==> src/rtl/fifo_sched_ctrl_if.sv <==
// Bus bundle for fifo_sched_ctrl: two write sources, the downstream FIFO
// write/read side, and the symbol-rate read status outputs.
interface fifo_sched_ctrl_if #(parameter int WIDTH = 16);
  logic             req0, req1;
  logic [WIDTH-1:0] dat0, dat1;
  logic             gnt0, gnt1;
  logic             run;
  logic             fifo_full, fifo_empty;
  logic             fifo_wEN;
  logic [WIDTH-1:0] fifo_dIn;
  logic             fifo_rEN;
  logic             sym_valid;
  logic             sym_underrun;
  logic [7:0]       underrun_cnt;

  // Block side
  modport slave (
    input  req0, req1, dat0, dat1, run, fifo_full, fifo_empty,
    output gnt0, gnt1, fifo_wEN, fifo_dIn, fifo_rEN, sym_valid,
           sym_underrun, underrun_cnt
  );

  // Environment side (sources + FIFO)
  modport master (
    output req0, req1, dat0, dat1, run, fifo_full, fifo_empty,
    input  gnt0, gnt1, fifo_wEN, fifo_dIn, fifo_rEN, sym_valid,
           sym_underrun, underrun_cnt
  );
endinterface

==> src/rtl/fifo_sched_ctrl.sv <==
// fifo_sched_ctrl: round-robin write arbiter for two sources into a FIFO,
// plus a symbol-rate reader that strobes one read every SYM_DIV cycles
// while running and flags slots that found the FIFO empty.
// Optional feature macro: SCHED_UNDERRUN_CNT_EN builds the saturating
// 8-bit underrun counter; without it underrun_cnt is tied to zero.
module fifo_sched_ctrl #(
  parameter int WIDTH   = 16,
  parameter int SYM_DIV = 4
) (
  input logic              CLK,
  input logic              RST,
  fifo_sched_ctrl_if.slave bus
);
  localparam int            CW   = (SYM_DIV > 1) ? $clog2(SYM_DIV) : 1;
  localparam logic [CW-1:0] LAST = CW'(SYM_DIV - 1);

  typedef enum logic {IDLE, RUN} state_t;

  state_t           state, state_nxt;
  logic [CW-1:0]    cnt;
  logic             last_gnt;   // 1: source 1 was granted last
  logic             gnt0, gnt1;
  logic [WIDTH-1:0] din;
  logic             tick, ren;
  logic             sym_valid, sym_underrun;

  // Round-robin grant; nothing is granted in reset or while the FIFO is full
  always_comb begin
    gnt0 = 1'b0;
    gnt1 = 1'b0;
    if (RST && !bus.fifo_full) begin
      if (bus.req0 && bus.req1) begin
        gnt0 = last_gnt;
        gnt1 = !last_gnt;
      end else begin
        gnt0 = bus.req0;
        gnt1 = bus.req1;
      end
    end
  end

  // Write data mux, zero when no source is granted
  always_comb begin
    din = '0;
    if (gnt0)      din = bus.dat0;
    else if (gnt1) din = bus.dat1;
  end

  // Last-grant pointer moves only when a grant is actually issued
  always_ff @(posedge CLK) begin
    if (!RST)      last_gnt <= 1'b1;
    else if (gnt0) last_gnt <= 1'b0;
    else if (gnt1) last_gnt <= 1'b1;
  end

  // Read FSM state register
  always_ff @(posedge CLK) begin
    if (!RST) state <= IDLE;
    else      state <= state_nxt;
  end

  // Read FSM next state: follow run
  always_comb begin
    state_nxt = state;
    case (state)
      IDLE:    if (bus.run)  state_nxt = RUN;
      RUN:     if (!bus.run) state_nxt = IDLE;
      default: state_nxt = IDLE;
    endcase
  end

  // Slot counter: counts while staying in RUN, otherwise parked at zero
  always_ff @(posedge CLK) begin
    if (!RST)                        cnt <= '0;
    else if (state == RUN && bus.run) cnt <= (cnt == LAST) ? '0 : cnt + 1'b1;
    else                             cnt <= '0;
  end

  assign tick = RST && (state == RUN) && (cnt == LAST);
  assign ren  = tick && !bus.fifo_empty;

  // Read data valid follows the strobe; empty slots flag an underrun
  always_ff @(posedge CLK) begin
    if (!RST) begin
      sym_valid    <= 1'b0;
      sym_underrun <= 1'b0;
    end else begin
      sym_valid    <= ren;
      sym_underrun <= tick && bus.fifo_empty;
    end
  end

`ifdef SCHED_UNDERRUN_CNT_EN
  logic [7:0] ucnt;

  // Saturating count of underrun pulses
  always_ff @(posedge CLK) begin
    if (!RST)                             ucnt <= '0;
    else if (sym_underrun && ucnt != 8'hFF) ucnt <= ucnt + 8'd1;
  end

  assign bus.underrun_cnt = ucnt;
`else
  assign bus.underrun_cnt = '0;
`endif

  assign bus.gnt0         = gnt0;
  assign bus.gnt1         = gnt1;
  assign bus.fifo_wEN     = gnt0 | gnt1;
  assign bus.fifo_dIn     = din;
  assign bus.fifo_rEN     = ren;
  assign bus.sym_valid    = sym_valid;
  assign bus.sym_underrun = sym_underrun;
endmodule

==> src/flat_wrapper.sv <==
// flat-port wrapper written by rule: the top's interface ports become plain ports
module fifo_sched_ctrl_flat 
#(
  parameter int WIDTH   = 16,
  parameter int SYM_DIV = 4
)
  (CLK, RST, bus_req0, bus_req1, bus_dat0, bus_dat1, bus_run, bus_fifo_full, bus_fifo_empty, bus_gnt0, bus_gnt1, bus_fifo_wEN, bus_fifo_dIn, bus_fifo_rEN, bus_sym_valid, bus_sym_underrun, bus_underrun_cnt);
  fifo_sched_ctrl_if #(.WIDTH(WIDTH)) bus_i ();
  input logic CLK;
  input logic RST;
  input wire logic [$bits(bus_i.req0)-1:0] bus_req0;
  input wire logic [$bits(bus_i.req1)-1:0] bus_req1;
  input wire logic [$bits(bus_i.dat0)-1:0] bus_dat0;
  input wire logic [$bits(bus_i.dat1)-1:0] bus_dat1;
  input wire logic [$bits(bus_i.run)-1:0] bus_run;
  input wire logic [$bits(bus_i.fifo_full)-1:0] bus_fifo_full;
  input wire logic [$bits(bus_i.fifo_empty)-1:0] bus_fifo_empty;
  output wire logic [$bits(bus_i.gnt0)-1:0] bus_gnt0;
  output wire logic [$bits(bus_i.gnt1)-1:0] bus_gnt1;
  output wire logic [$bits(bus_i.fifo_wEN)-1:0] bus_fifo_wEN;
  output wire logic [$bits(bus_i.fifo_dIn)-1:0] bus_fifo_dIn;
  output wire logic [$bits(bus_i.fifo_rEN)-1:0] bus_fifo_rEN;
  output wire logic [$bits(bus_i.sym_valid)-1:0] bus_sym_valid;
  output wire logic [$bits(bus_i.sym_underrun)-1:0] bus_sym_underrun;
  output wire logic [$bits(bus_i.underrun_cnt)-1:0] bus_underrun_cnt;
  assign bus_i.req0 = bus_req0;
  assign bus_i.req1 = bus_req1;
  assign bus_i.dat0 = bus_dat0;
  assign bus_i.dat1 = bus_dat1;
  assign bus_i.run = bus_run;
  assign bus_i.fifo_full = bus_fifo_full;
  assign bus_i.fifo_empty = bus_fifo_empty;
  assign bus_gnt0 = bus_i.gnt0;
  assign bus_gnt1 = bus_i.gnt1;
  assign bus_fifo_wEN = bus_i.fifo_wEN;
  assign bus_fifo_dIn = bus_i.fifo_dIn;
  assign bus_fifo_rEN = bus_i.fifo_rEN;
  assign bus_sym_valid = bus_i.sym_valid;
  assign bus_sym_underrun = bus_i.sym_underrun;
  assign bus_underrun_cnt = bus_i.underrun_cnt;
  fifo_sched_ctrl #(.WIDTH(WIDTH), .SYM_DIV(SYM_DIV)) u_core (.CLK(CLK), .RST(RST), .bus(bus_i));
endmodule
==> config.mk <==
export PLATFORM = sky130hd
export DESIGN_NAME = fifo_sched_ctrl_flat
export DESIGN_NICKNAME = d
export VERILOG_FILES = /design/src/rtl/fifo_sched_ctrl_if.sv /design/src/rtl/fifo_sched_ctrl.sv /design/src/flat_wrapper.sv
export SDC_FILE = /design/constraint.sdc
export NUM_CORES = 1
export LEC_CHECK = 0
export ABC_AREA = 1
export CAP_MARGIN = 0
export CORE_ASPECT_RATIO = 1.5
export CORE_MARGIN = 2
export CORE_UTILIZATION = 32
export CTS_BUF_LIST = sky130_fd_sc_hd__clkbuf_8
export CTS_CLUSTER_SIZE = 8
export DETAILED_ROUTE_END_ITERATION = 16
export PLACE_DENSITY_LB_ADDON = 0.12
export SLEW_MARGIN = 20
export SYNTH_ARGS = -nofsm -noshare
export SYNTH_HDL_FRONTEND = slang
export SYNTH_SLANG_ARGS = --single-unit
==> constraint.sdc <==
create_clock -name CLK -period 1.31 [get_ports CLK]
set_input_delay 0.131 -clock CLK [delete_from_list [all_inputs] [get_ports CLK]]
set_output_delay 0.131 -clock CLK [all_outputs]
set_load 0.01 [all_outputs]
==> impl_metrics.ini <==
[die]
die_h_um = 60.0
ios = 69
dieArea_um2 = 2480
initial_core_util_pct = 33.4
die_w_um = 41.3
core_um2 = 2000
placementRows = 20

[sta]
skew_ps = 2.25
report.final.slew_viol_count = 0
min_period_ps = 1270
fin_hold_ws_ps = 223
fmax_mhz = 790
rsz0062_at_grt = no
setup_viol = 0
hold_viol = 0
min_period_over_period_pct = 96.6

[power]
p_total_mw = 0.791
cellPowerDensity_nw_per_um2 = 583
peakVddDrop_v = 0.000702
total_leakage_power_nw = 0.694

[clocking]
cts_tree = built
clock_path_buffers = 2
cts_made_buffers = 3
clock_latency_ps = 220
clk_pin_slew_ps = 30
cts-htree-levels = 1
clock_sinks = 6
cts-root-buf = clkbuf_8

[routing]
routedWlPerCell_um = 13.3
drc = 0
viasPerCell = 5.15
wl_um = 2530
vias = 978
drt-initial-drc-count = 45
ant_nets = 0
dr.pass1.iters = 4

[logic_synthesis]
syn_avg_cell_area_um2 = 6.75
ys_ff_latch = 6
syn_inst = 99
synth_area_leaders = nand4_1 30%, dfxtp_1 18%, nand2_1 12%
syn_area_um2 = 668
synth_cell_types = 18
yosysWarnings = 0
synth.top_cell.area_share_pct = 30.0
ys_seq_area_share_pct = 18.0
synth_top_area_cell = nand4_1

[placement]
hpwl_um = 1790
gp_congestion = 0.740
io_buffers = 60

[outcome]
status = finished, final reports clean

[flow_run]
maxCapViolCount = 0

[critical_path]
cp-start-kind = flip-flop
startpoint = u_core.last_gnt
timing.rr.start = u_core.last_gnt
cp.required_ps = 1180
critPathMaxFanout = 9
crit_arrival_ps = 1130
path_class = flip-flop to output port
worstSetupEndpointType = output port

[final_layout]
fill_cells = 180
regArea_um2 = 124
antenna_cells = 0
syn_to_final_growth_pct = 103
multi_input_area_um2 = 443
layout_common_cells = 36 x clkdlybuf4s50_1, 32 x nand4_1, 22 x nand2_1, 15 x clkbuf_2, 10 x buf_4
final_common_cell = clkdlybuf4s50_1
drive_gt1_share_pct = 27.4
nNetsFinal = 210

[global_routing]
grt_antenna_before_repair = 0
grt_overflow = 0
grt_pass1_wl_um = 3570
grt_max_degree = 18
track_usage_pct = 20.2
first_global_vias = 871

[hold_path]
hp-class = input pin to flip-flop
min_from = RST
[cells in the mapped netlist]
cell / n
buf_6: 5
nand2_1: 22
inv_1: 5
buf_2: 3
clkbuf_4: 1
nand3_1: 3
buf_4: 8
a21oi_1: 1
nand2_2: 1
nand4_1: 32
nor2_1: 5
nor2_8: 1
ha_1: 1
dfxtp_1: 6
nand2_4: 1
inv_2: 2
conb_1: 1
nand3b_1: 1
[flip-flops by register name (all words and copies together) (netlist names)]
signal                   cells
u_core.last_gnt              1
u_core.cnt                   2
u_core.bus.sym_underrun      1
u_core.bus.sym_valid         1
u_core.state                 1
[path summary, 6_finish.rpt]
| kind | cells past startpoint | to | slack, ps |
|---|---|---|---|
| worst min register to register | 1 | u_core.cnt[0] | 420 |
| worst max-delay path | 5 | bus_fifo_dIn[0] | 40 |
| worst max register to register | 6 | u_core.last_gnt | 300 |
| worst min-delay path | 3 | u_core.last_gnt | 220 |
[area by class of cell]
class	instances	area share [%]
inverter	7	2.12
clock buffer	3	3.04
tap	22	2.03
multi-input combinational	77	32.7
timing repair buffer	75	51.0
sequential	6	9.13
[metrics by stage]
stage | utilization [%] | setup slack (ps) | setup TNS (ps) | std cells | cell area (um^2)
after global placement | 64.1 | -472 | -8990 | 181 | 1280
after global routing | 67.8 | 7.58 | 0 | 190 | 1360
after floorplan | - | 318 | 0 | 106 | 694
after CTS | 71.1 | 0.319 | 0 | 189 | 1420
final | 67.8 | 44.3 | 0 | 190 | 1360
after detailed placement | 64.1 | -496 | -9310 | 181 | 1280
[logic make-up after synthesis]
logic type | Yosys count | synth area share [%]
AND/OR/NAND/NOR | 66 | 54.1
buffers and inverters | 24 | 24.7
flip-flops | 6 | 18.0
AO/OA/AOI/OAI | 1 | 0.748
adder cells (fa/ha/maj) | 1 | 1.87
other | 1 | 0.561
[where the power goes]
group	total [mW]	switching [mW]	leakage, nW	internal (mW)
clock network	0.272	0.0754	0.0216	0.197
logic	0.326	0.138	0.624	0.188
registers	0.192	0.00512	0.0488	0.187
[layer usage]
layer	global-route usage [%]	routed length [um]
met5	0	0
met4	5.99	0
met3	4.83	289
met2	37.9	1350
met1	20.3	892
[worst max-delay path, cell delays in order (launching register included)]
cell and delay, ps:
dfxtp_4 390, inv_4 70, nand2_8 80, nand4_1 90, nand2_1 70, clkdlybuf4s15_2 210
[what timing repair did]
item	4_1_cts	5_1_grt
pin swaps	1	0
hold buffers	0	0
buffers inserted	3	0
endpoints found under the setup margin	20	19
resized for setup	57	22
gates cloned	2	1
No activity file was read; power rests on OpenSTA's default activity.
